===== src/rtl/rom_burst_arbiter.sv =====
// rom_burst_arbiter: round-robin arbiter sharing an async-read ROM between two burst requesters
//  clk, rst_n               clock, asynchronous active-low reset
//  req0/addr0/len0 -> gnt0  requester 0: burst request, start address, beats-1, grant pulse
//  req1/addr1/len1 -> gnt1  requester 1: same as requester 0
//  rom_addr -> rom_data     registered ROM address, combinational ROM read data
//  rd_data/rd_valid/rd_last/rd_owner  registered read beat with valid, final-beat and owner tags
//  busy                     high while a burst is in progress
module rom_burst_arbiter #(
  parameter int ADDR_W = 6,
  parameter int DATA_W = 8
) (
  input  logic              clk,
  input  logic              rst_n,
  input  logic              req0,
  input  logic [ADDR_W-1:0] addr0,
  input  logic [ADDR_W-1:0] len0,
  output logic              gnt0,
  input  logic              req1,
  input  logic [ADDR_W-1:0] addr1,
  input  logic [ADDR_W-1:0] len1,
  output logic              gnt1,
  output logic [ADDR_W-1:0] rom_addr,
  input  logic [DATA_W-1:0] rom_data,
  output logic [DATA_W-1:0] rd_data,
  output logic              rd_valid,
  output logic              rd_last,
  output logic              rd_owner,
  output logic              busy
);
  localparam logic IDLE  = 1'b0;
  localparam logic BURST = 1'b1;
  logic              state;
  logic              owner;
  logic              last_owner;
  logic              win;
  logic [ADDR_W-1:0] cnt;
  // on a tie the requester that was not served last wins; otherwise the sole requester
  assign win  = (req0 && req1) ? ~last_owner : ~req0;
  assign busy = state == BURST;
  always_ff @(posedge clk or negedge rst_n) begin
    if (!rst_n) begin
      state      <= IDLE;
      owner      <= 1'b0;
      last_owner <= 1'b1;
      cnt        <= '0;
      rom_addr   <= '0;
      gnt0       <= 1'b0;
      gnt1       <= 1'b0;
      rd_data    <= '0;
      rd_valid   <= 1'b0;
      rd_last    <= 1'b0;
      rd_owner   <= 1'b0;
    end else if (state == IDLE) begin
      gnt0     <= 1'b0;
      gnt1     <= 1'b0;
      rd_valid <= 1'b0;
      rd_last  <= 1'b0;
      if (req0 || req1) begin
        gnt0       <= ~win;
        gnt1       <= win;
        rom_addr   <= win ? addr1 : addr0;
        cnt        <= win ? len1 : len0;
        owner      <= win;
        last_owner <= win;
        state      <= BURST;
      end
    end else begin
      gnt0     <= 1'b0;
      gnt1     <= 1'b0;
      rd_data  <= rom_data;
      rd_valid <= 1'b1;
      rd_owner <= owner;
      rd_last  <= cnt == '0;
      if (cnt == '0) begin
        state <= IDLE;
      end else begin
        rom_addr <= rom_addr + 1'b1;
        cnt      <= cnt - 1'b1;
      end
    end
  end
endmodule


===== config.mk =====
export PLATFORM = sky130hd
export DESIGN_NAME = rom_burst_arbiter
export DESIGN_NICKNAME = d
export VERILOG_FILES = /design/src/rtl/rom_burst_arbiter.sv
export SDC_FILE = /design/constraint.sdc
export NUM_CORES = 1
export LEC_CHECK = 0
export CORE_ASPECT_RATIO = 1.1
export CORE_MARGIN = 2
export CORE_UTILIZATION = 45
export DETAILED_ROUTE_END_ITERATION = 8
export PLACE_DENSITY = 0.83
export SYNTH_ARGS = -nofsm -noshare
export SYNTH_HDL_FRONTEND = slang
export SYNTH_SLANG_ARGS = --single-unit

===== constraint.sdc =====
create_clock -name clk -period 2.45 [get_ports clk]
set_input_delay 0.245 -clock clk [delete_from_list [all_inputs] [get_ports clk]]
set_output_delay 0.245 -clock clk [all_outputs]
set_load 0.005 [all_outputs]

Word-level counts from Yosys, hierarchy flattened
Index checks and enable logic that the tools add are counted.

Output and inout bits: 20. Input bits: 36. Word-level logic and storage cells: 42. Bits in registers: 28.

Multiplexer cells: 18. Add/sub/neg operators: 2. Reduce and logical (&&, ||, !) cells: 6. Bitwise logic cells: 4. Equal/unequal tests: 1.

Operator list (number): two-way mux 6 bit (8); two-way mux 1 bit (10); adder 6 x 1 -> 6 bit (second input constant) (1); zero test 6 bit (1); subtractor 6 x 1 -> 6 bit (second input constant) (1); inverter 1 bit (4); AND reduction 2 bit (2); inequality test 2 bit (second input constant) (1); nonzero test 2 bit (1); logical AND 1 bit (1); logical OR 1 bit (1).

Logic depth before layout (Yosys ltp)
Gate-level depths: netlist (run 1).

Depth in word-level cells: 5. Depth in mapped cells: 6. Depth with buffers taken out: 6.

Worst setup path before layout (run 1)
Ideal clock, no wire load.

Kind: reg2reg. Start point: reg state, in the netlist busy. End point: reg rom_addr[3]. Buffers on the path: 1. Arrival: 1531 ps. Period minus slack after synthesis: 1655 ps. Stages on the path, launching flop included: 6. Library setup time: 124 ps. Slack: 795 ps. Required time: 2326 ps. Cell sequence: dfrtp_1 -> buf_4 -> or4b_4 -> o21bai_4 -> nor3_1 -> a211o_1.

Word-level cells in the longest chain between the ends: 2. Elaborated cells on any way between the ends: 4. Those cells by class: eq/ne (1); mux (1); reduce/logical (2).

Ends and longest elaborated chain: from (decl) (RTL line 32) `logic state;`; from (signal assigned) (RTL line 42) `state <= IDLE;`; from (signal assigned) (RTL line 65) `state <= BURST;`; from (signal assigned) (RTL line 75) `state <= IDLE;`; inequality test 2 bit (no source line) or nonzero test 2 bit (tied branches); AND reduction 2 bit (no source line); to (signal assigned) (RTL line 61) `rom_addr <= win ? addr1 : addr0;`; to (signal assigned) (RTL line 77) `rom_addr <= rom_addr + 1'b1;`; to (decl) (RTL line 22) `output logic [ADDR_W-1:0] rom_addr,`.

Parallel ways exist; a longest one is shown, timed or not. A chain may end at the register's enable or synchronous reset.

Worst setup path after layout (run 1)
Start point: reg state, in the netlist busy. End point: out busy.

RTL lines: to (decl) (RTL line 28) `output logic busy`.

No word-level cell between the ends.

==> metrics.csv, run 1 <==
stage,metric,value,unit
placed_design,number of port buffers,55,
timing,Hold Fails Final Rpt,0,
setup_path,crit start category,flop,
routing,Post-route DRC,0,
timing,fin crit share,84.11,%
yosys,Synth Cell Area,0.001433,mm^2
setup_path,CP max stage cell,clkdlybuf4s50_1,
cts,CTS Root Cell,clkbuf_4,
yosys,top_reg_cell synth,dfrtp_1,
yosys,synth top area cells,"dfrtp_1 (47%), mux2_2 (7.1%), a32oi_1 (3.1%), a211oi_1 (2.6%), a21o_1 (2.6%)",
min_path,Hold/Removal Path Class,input port to asynchronous set/reset pin,
timing,setup tns final,0,ns
setup_path,crit-path max FO,29,
yosys,Yosys cell types,41,
cts,CTS buffer count,3,
yosys,leading cell type by number of instances after synthesis,dfrtp_1,
timing,Worst slew margin,59.54,%
die,Core Rows,21,
routing,DRT antenna net count,0,
layout,fillcell total,241,
cts,H-tree levels,1,
routing,Highest Signal Layer,met4,
timing,Period minus WS final,2.061,ns
yosys,Post-synth EDFFs,0,
cts,Setup Buffers After CTS,0,
flow_run,max_cap viols,0,
die,DIE WIDTH,57.80,um
grt,vias in the first global route,1446,
routing,met2 WL,1.817,mm
grt,grt total ovfl,0,
grt,initial antenna violation count,0,
setup_path,worst path required time,2.20,ns
yosys,Mapped Cells,133,
routing,first drt pass iteration count,4,
timing,FMAX,0.4853,GHz
grt,largest net degree at the start of global routing,30,
layout,Final Instance Area,0.002063,mm^2
die,die area,0.003651,mm^2
layout,Post-Layout Cell Count,221,
timing,worst-margin pin slew,0.6015,ns
yosys,share of the synthesized area in the top cell type,47.16,%
timing,final setup fails,0,
yosys,Ys Warns,0,
yosys,Synth area leader,dfrtp_1,
cts,CTS tree,built,
routing,drt wl/cell,16.59,um
yosys,post-synthesis net count,172,
power,Pwr Density,979.5,mW/mm^2
die,io pins,56,
cts,clock-pin transition on the worst setup and hold timing paths,0.16,ns
cts,Post-CTS Hold Buffers,0,
setup_path,max incr delay on CP,0.57,ns
layout,Area Growth Syn to Fin,44.02,%
layout,Inserted Diodes,0,
power,Pleak,0.8777,nW
placed_design,final weighted congestion in routability-driven placement,0.8329,
timing,Layout Skew,0.008605,ns
cts,clock buffer depth,2,
timing,WHS,0.2593,ns
routing,Via density,5.919,
placed_design,DP Cell Count,217,
die,Initial Utilization,47.00,%
timing,Pins Over Slew Limit,0,
die,overall die height,63.18,um
placed_design,dpl hpwl,2.737,mm
placed_design,"Cell Area, Placed",0.002011,mm^2
routing,DRT iter0 DRCs,26,
setup_path,CP bufs+invs,2,
layout,Final nets,227,
setup_path,worst path arrival time,1.82,ns
grt,GRT Total Usage,21.88,%
run_status,status,completed,
setup_path,Critical Path End Type,output port,
die,Core Area,0.003048,mm^2
yosys,Post-synth ARST share,100.0,%
yosys,syn avg cell area,10.77,um^2
yosys,sequential-to-total area share from yosys stat,49.00,%
power,Max IR drop VDD,628.9,uV
setup_path,Crit Path Class,flop to output port,
cts,post-CTS sizing,0,
routing,met3 WL,264,um
routing,Vias,1308,
yosys,Post-synth top cells,"dfrtp_1 (27), mux2_2 (9), inv_1 (7)",
cts,Worst-Skew Late Latency,0.33,ns
timing,RSZ-0062 raised after global routing,false,
routing,Metal-1 WL,1.505,mm
grt,first-pass GRT wire length,6.237,mm
setup_path,"critical path, cell by cell",buf_4 -> clkdlybuf4s50_1,
setup_path,"delay-heaviest family, CP",buffers and inverters,
routing,final WL,3.666,mm
yosys,Synth Register Bits,28,
cts,CTS sink cnt,28,
layout,share of cells above drive strength 1,11.23,%
metrics by stage:
step	setup slack (ns)	total power, mW	util, %
global placement	0.3677	1.679	65.97
floorplan	0.7951	1.328	-
CTS	0.3779	2.033	67.69
finish	0.3893	2.021	67.69
detailed placement	0.3214	1.726	65.97
global route	0.2981	2.174	67.69
layer usage:
| layer | vias up | global-route usage (%) |
|---|---|---|
| met5 | - | 0 |
| met4 | 0 | 12.50 |
| met3 | 8 | 5.544 |
| met2 | 59 | 35.65 |
| met1 | 630 | 25.66 |
| li1 | 611 | - |
placed cells by master, fill, tap and decap left out, types with 2 or more instances in the layout:
cell and count:
clkbuf_4 3, a21o_1 5, a31o_2 2, nand3_1 4, a21oi_1 5, inv_1 7, ha_1 3, o22ai_1 4
a21boi_0 2, buf_4 2, nor2b_1 3, nand4_1 2, nor3_1 3, and3_1 4, dfrtp_1 27, o211ai_1 2
nand2_1 5, a32oi_1 5, mux2_2 9, o21ai_0 5, nand2b_1 2, nor2_1 4, a211oi_1 5, clkdlybuf4s50_1 55
cell families (layout without fill, tap and decap cells):
| logic type | after synthesis | in the layout | synth area share (%) |
|---|---|---|---|
| AO/OA/AOI/OAI | 45 | 45 | 23.41 |
| AND/OR/NAND/NOR | 32 | 32 | 12.66 |
| flip-flops | 28 | 28 | 49.00 |
| buffers and inverters | 14 | 68 | 3.931 |
| multiplexers | 10 | 10 | 7.773 |
| adder cells (fa/ha/maj) | 3 | 3 | 2.620 |
| XOR/XNOR | 1 | 1 | 0.6115 |
layout make-up:
class / count / area, um^2 / area share, %
Multi-Input combinational cell: 91 / 674.4 / 32.69
Inverter: 7 / 26.28 / 1.273
Clock buffer: 3 / 22.52 / 1.092
Tap cell: 34 / 42.54 / 2.062
Sequential cell: 28 / 701.9 / 34.02
Timing Repair Buffer: 57 / 565.5 / 27.41
Clock inverter: 1 / 30.03 / 1.455
power breakdown:
group / internal, mW / total [mW] / switching (mW) / leakage [nW]
Combinational: 0.521 / 0.931 / 0.410 / 0.523
Clock: 0.165 / 0.305 / 0.139 / 0.0279
Sequential: 0.634 / 0.786 / 0.152 / 0.327
Total: 1.32 / 2.02 / 0.701 / 0.878
registers in the layout, indices dropped and copies added (netlist names):
name        flops
owner           1
gnt1            1
cnt             6
busy            1
rd_last         1
rd_owner        1
gnt0            1
rom_addr        6
rd_data         8
rd_valid        1
last_owner      1
final timing paths:
check                               to  slack, ns        start  cells after the start
min reg2reg                 rd_data[5]       0.53   rd_data[5]                      1
max                               busy       0.39         busy                      2
min in group clk            rd_data[4]       0.52  rom_data[4]                      2
max reg2reg                rom_addr[5]       0.52         busy                      5
min                         rd_data[2]       0.26        rst_n                      2
max in group asynchronous   last_owner       1.88        rst_n                      2
Power figures use the tool's default switching activity.
==> run 2: changes to the inputs <==
CORE_UTILIZATION = 43   (was 45)
PLACE_DENSITY = 0.8   (was 0.83)
clock period = 2 ns   (was 2.45 ns; I/O delays follow)
==> metrics.csv, run 2 (synthesis gave the netlist of run 1 again) <==
stage,metric,value,unit
run_status,status,completed,
routing,final WL,3.806,mm
layout,Inserted Diodes,0,
layout,Area Growth Syn to Fin,46.55,%
die,Core Rows,21,
cts,post-CTS sizing,0,
cts,CTS Root Cell,clkbuf_4,
timing,Pins Over Slew Limit,0,
setup_path,CP startpoint,cnt[3],
die,die area,0.003810,mm^2
cts,Worst-Skew Late Latency,0.32,ns
layout,Biggest register,rd_data,
timing,fin crit share,89.23,%
power,Max IR drop VDD,541.5,uV
grt,GRT Total Usage,21.75,%
cts,clock-pin transition on the worst setup and hold timing paths,0.15,ns
placed_design,"Cell Area, Placed",0.002063,mm^2
placed_design,DP Cell Count,224,
setup_path,R2R cell count,5,
timing,RSZ-0062 raised after global routing,false,
power,Pleak,0.9039,nW
setup_path,r2r endpoint,rom_addr[3],
timing,Period minus WS final,1.785,ns
cts,CTS sink cnt,28,
power,Pwr Density,1151,mW/mm^2
routing,DRT antenna net count,0,
timing,Layout Skew,0.003178,ns
timing,FMAX,0.5603,GHz
setup_path,RR Startpoint,cnt[3],
setup_path,crit-path max FO,7,
layout,Post-Layout Cell Count,228,
cts,Setup Buffers After CTS,0,
grt,initial antenna violation count,0,
routing,drt wl/cell,16.69,um
layout,Top Registers,"rd_data x8, cnt x6, rom_addr x6",
routing,Vias,1348,
timing,worst-margin pin slew,0.6329,ns
cts,Post-CTS Hold Buffers,0,
die,Initial Utilization,46.21,%
grt,vias in the first global route,1410,
setup_path,worst path arrival time,2.01,ns
layout,fin util,67.72,%
setup_path,worst path required time,2.23,ns
die,Core Area,0.003100,mm^2
setup_path,flop2flop setup slack,0.22,ns
layout,"commonest non-fill, non-tap cells in the layout","clkdlybuf4s50_1 (55), dfrtp_1 (27), mux2_2 (9), buf_4 (9), inv_1 (7)",
cts,H-tree levels,1,
timing,final setup fails,0,
routing,Post-route DRC,0,
layout,Final Instance Area,0.002100,mm^2
placed_design,dpl hpwl,2.897,mm
die,io pins,56,
placed_design,number of port buffers,55,
die,DIE WIDTH,59.04,um
routing,Via density,5.912,
layout,fillcell total,252,
grt,grt total ovfl,0,
routing,first drt pass iteration count,4,
grt,first-pass GRT wire length,6.375,mm
cts,CTS buffer count,3,
layout,max FFs per register,8,
layout,"most common cell after layout, fill and taps aside",clkdlybuf4s50_1,
cts,clock buffer depth,2,
routing,DRT iter0 DRCs,70,
die,overall die height,64.54,um
setup_path,Crit Path Class,flop to flop,
timing,Worst slew margin,57.72,%
timing,setup tns final,0,ns
placed_design,final weighted congestion in routability-driven placement,0.8367,
timing,Hold Fails Final Rpt,0,
setup_path,crit start category,flop,
layout,Final nets,234,
layout,share of cells above drive strength 1,14.43,%
cts,CTS tree,built,
setup_path,Critical Path End Type,flop,
min_path,Hold/Removal Path Class,input port to asynchronous set/reset pin,
grt,largest net degree at the start of global routing,29,
flow_run,max_cap viols,0,
## run 2: through the flow
stage	worst slack (ns)	hold slack, ns	total power, mW
floorplan	0.3451	-0.09559	1.627
global placement	0.2126	0.4884	2.101
detailed placement	0.1768	0.4947	2.147
CTS	0.2176	0.2489	2.437
global route	0.1332	0.2539	2.625
finish	0.2154	0.2458	2.416
## run 2: worst max path at each step
stage,to,slack [ns],cells past startpoint
floorplan,rom_addr[3],0.35,5
global placement,rom_addr[1],0.21,6
detailed placement,cnt[1],0.18,5
CTS,rom_addr[3],0.22,5
global route,rom_addr[3],0.13,5
finish,rom_addr[3],0.22,5
## run 2: layout make-up
class / instances / area, um^2 / share of cell area (%)
timing repair buffer: 64 / 618.1 / 29.44
multi-input combinational: 91 / 674.4 / 32.12
inverter: 7 / 26.28 / 1.251
sequential: 28 / 701.9 / 33.43
clock buffer: 4 / 36.28 / 1.728
tap: 34 / 42.54 / 2.026
## run 2: critical path: stages, from the launching register on
cell and delay (ns):
dfrtp_1 0.44, or4b_4 0.59, o21bai_4 0.17, buf_4 0.17, nor3_1 0.05, a211o_1 0.26
## run 2: where the power goes
part           switching [mW]  internal [mW]
Combinational           0.516          0.674
Sequential              0.175          0.777
Clock                   0.162          0.111
## run 2: per-layer routing
metal / track usage (%) / wire, um / part of all wire [%]
met5: 0 / 0 / 0
met4: 8.239 / 70 / 1.8
met3: 3.992 / 286 / 7.5
met2: 36.94 / 1892 / 50
met1: 26.99 / 1557 / 41
==> run 3: changes to the inputs <==
MAX_ROUTING_LAYER = met4   (was not set)
==> metrics.csv, run 3 (synthesis gave the netlist of run 1 again) <==
stage,metric,value,unit
run_status,status,completed,
die,io pins,56,
routing,Vias,1344,
routing,Post-route DRC,0,
cts,clock-pin transition on the worst setup and hold timing paths,0.15,ns
layout,Final nets,234,
power,clock power share,11.3,%
grt,initial antenna violation count,0,
layout,fin util,67.72,%
power,Comb pwr share,49.3,%
die,die area,0.003810,mm^2
die,DIE WIDTH,59.04,um
cts,CTS buffer count,3,
placed_design,dpl hpwl,2.897,mm
cts,H-tree levels,1,
routing,DRT iter0 DRCs,80,
grt,grt total ovfl,0,
layout,Top Registers,"rd_data x8, cnt x6, rom_addr x6",
routing,final WL,3.801,mm
layout,"commonest non-fill, non-tap cells in the layout","clkdlybuf4s50_1 (55), dfrtp_1 (27), mux2_2 (9), buf_4 (9), inv_1 (7)",
cts,CTS Root Cell,clkbuf_4,
timing,setup tns final,0,ns
setup_path,R2R cell count,5,
timing,worst-margin pin slew,0.6317,ns
layout,Area Growth Syn to Fin,46.55,%
setup_path,worst path required time,2.23,ns
setup_path,worst path arrival time,2.01,ns
routing,drt wl/cell,16.67,um
power,Pwr Density,1149,mW/mm^2
die,Initial Utilization,46.21,%
cts,Worst-Skew Late Latency,0.32,ns
timing,fin crit share,89.11,%
layout,Biggest register,rd_data,
setup_path,crit start category,flop,
layout,"most common cell after layout, fill and taps aside",clkdlybuf4s50_1,
routing,first drt pass iteration count,4,
timing,Layout Skew,0.002230,ns
layout,share of cells above drive strength 1,14.43,%
cts,post-CTS sizing,0,
setup_path,Critical Path End Type,flop,
power,sequential power share,39.4,%
timing,Pins Over Slew Limit,0,
placed_design,final weighted congestion in routability-driven placement,0.8497,
cts,clock buffer depth,2,
power,Max IR drop VDD,539.8,uV
setup_path,crit-path max FO,7,
timing,FMAX,0.5611,GHz
min_path,Hold/Removal Path Class,input port to asynchronous set/reset pin,
timing,Hold Fails Final Rpt,0,
power,switching power,850.9,uW
flow_run,max_cap viols,0,
setup_path,RR Startpoint,cnt[3],
setup_path,flop2flop setup slack,0.22,ns
timing,post-route setup slack,0.2177,ns
timing,final setup fails,0,
layout,Inserted Diodes,0,
placed_design,number of port buffers,55,
cts,Post-CTS Hold Buffers,0,
grt,largest net degree at the start of global routing,29,
routing,Via density,5.895,
routing,DRT antenna net count,0,
timing,RSZ-0062 raised after global routing,false,
die,overall die height,64.54,um
timing,Worst slew margin,57.80,%
power,Pleak,0.9039,nW
cts,Setup Buffers After CTS,0,
layout,max FFs per register,8,
cts,CTS tree,built,
timing,Period minus WS final,1.782,ns
placed_design,Post-Place Worst Slack,0.1768,ns
die,Core Rows,21,
setup_path,Crit Path Class,flop to flop,
setup_path,r2r endpoint,rom_addr[3],
power,switching share of power,35.26,%
grt,first-pass GRT wire length,6.375,mm
cts,CTS sink cnt,28,
power,Int Pwr,1.562,mW
grt,vias in the first global route,1408,
grt,GRT Total Usage,22.33,%
die,Core Area,0.003100,mm^2
## run 3: cell counts in the layout (fill, tap and decap cells not counted)
Identical to the previous run, type by type.
## run 3: final cells by class
class | count | area (um^2)
fill | 252 | 1001
timing repair buffer | 64 | 618.1
sequential | 28 | 701.9
multi-input combinational | 91 | 674.4
clock buffer | 4 | 36.28
tap | 34 | 42.54
inverter | 7 | 26.28
## run 3: critical path, cell delays in order, from the launching register on
cell and delay, ns:
dfrtp_1 0.44, or4b_4 0.59, o21bai_4 0.17, buf_4 0.17, nor3_1 0.05, a211o_1 0.26
## run 3: worst max-delay path by stage
stage / from / endpoint / slack [ns] / cells past startpoint
global route: cnt[2] / rom_addr[3] / 0.13 / 5
floorplan: busy / rom_addr[3] / 0.35 / 5
finish: cnt[3] / rom_addr[3] / 0.22 / 5
detailed placement: req0 / cnt[1] / 0.18 / 5
CTS: cnt[3] / rom_addr[3] / 0.22 / 5
global placement: req1 / rom_addr[1] / 0.21 / 6
## run 3: power groups by stage
stage               clock [mW]  combinational [mW]  sequential [mW]
floorplan                    0               0.692            0.934
global placement             0                1.15            0.951
detailed placement           0                1.18            0.965
CTS                      0.286                1.20            0.953
global route             0.311                1.33            0.983
finish                   0.273                1.19            0.951
## run 3: per-stage QoR
step           area, um^2  hold WS [ns]  total power, mW  instances
2_1_floorplan        1433      -0.09559            1.627        133
3_3_place_gp         2063        0.4884            2.101        224
3_5_place_dp         2063        0.4947            2.147        224
4_1_cts              2100        0.2489            2.437        228
5_1_grt              2100        0.2536            2.625        228
6_report             2100        0.2450            2.413        228
## run 3: layer usage
| metal | wire [um] | track usage [%] | vias to the layer above |
|---|---|---|---|
| li1 | - | - | 631 |
| met1 | 1569 | 27.38 | 638 |
| met2 | 1902 | 37.08 | 69 |
| met3 | 276 | 3.194 | 6 |
| met4 | 53 | 8.239 | 0 |
| met5 | 0 | - | - |
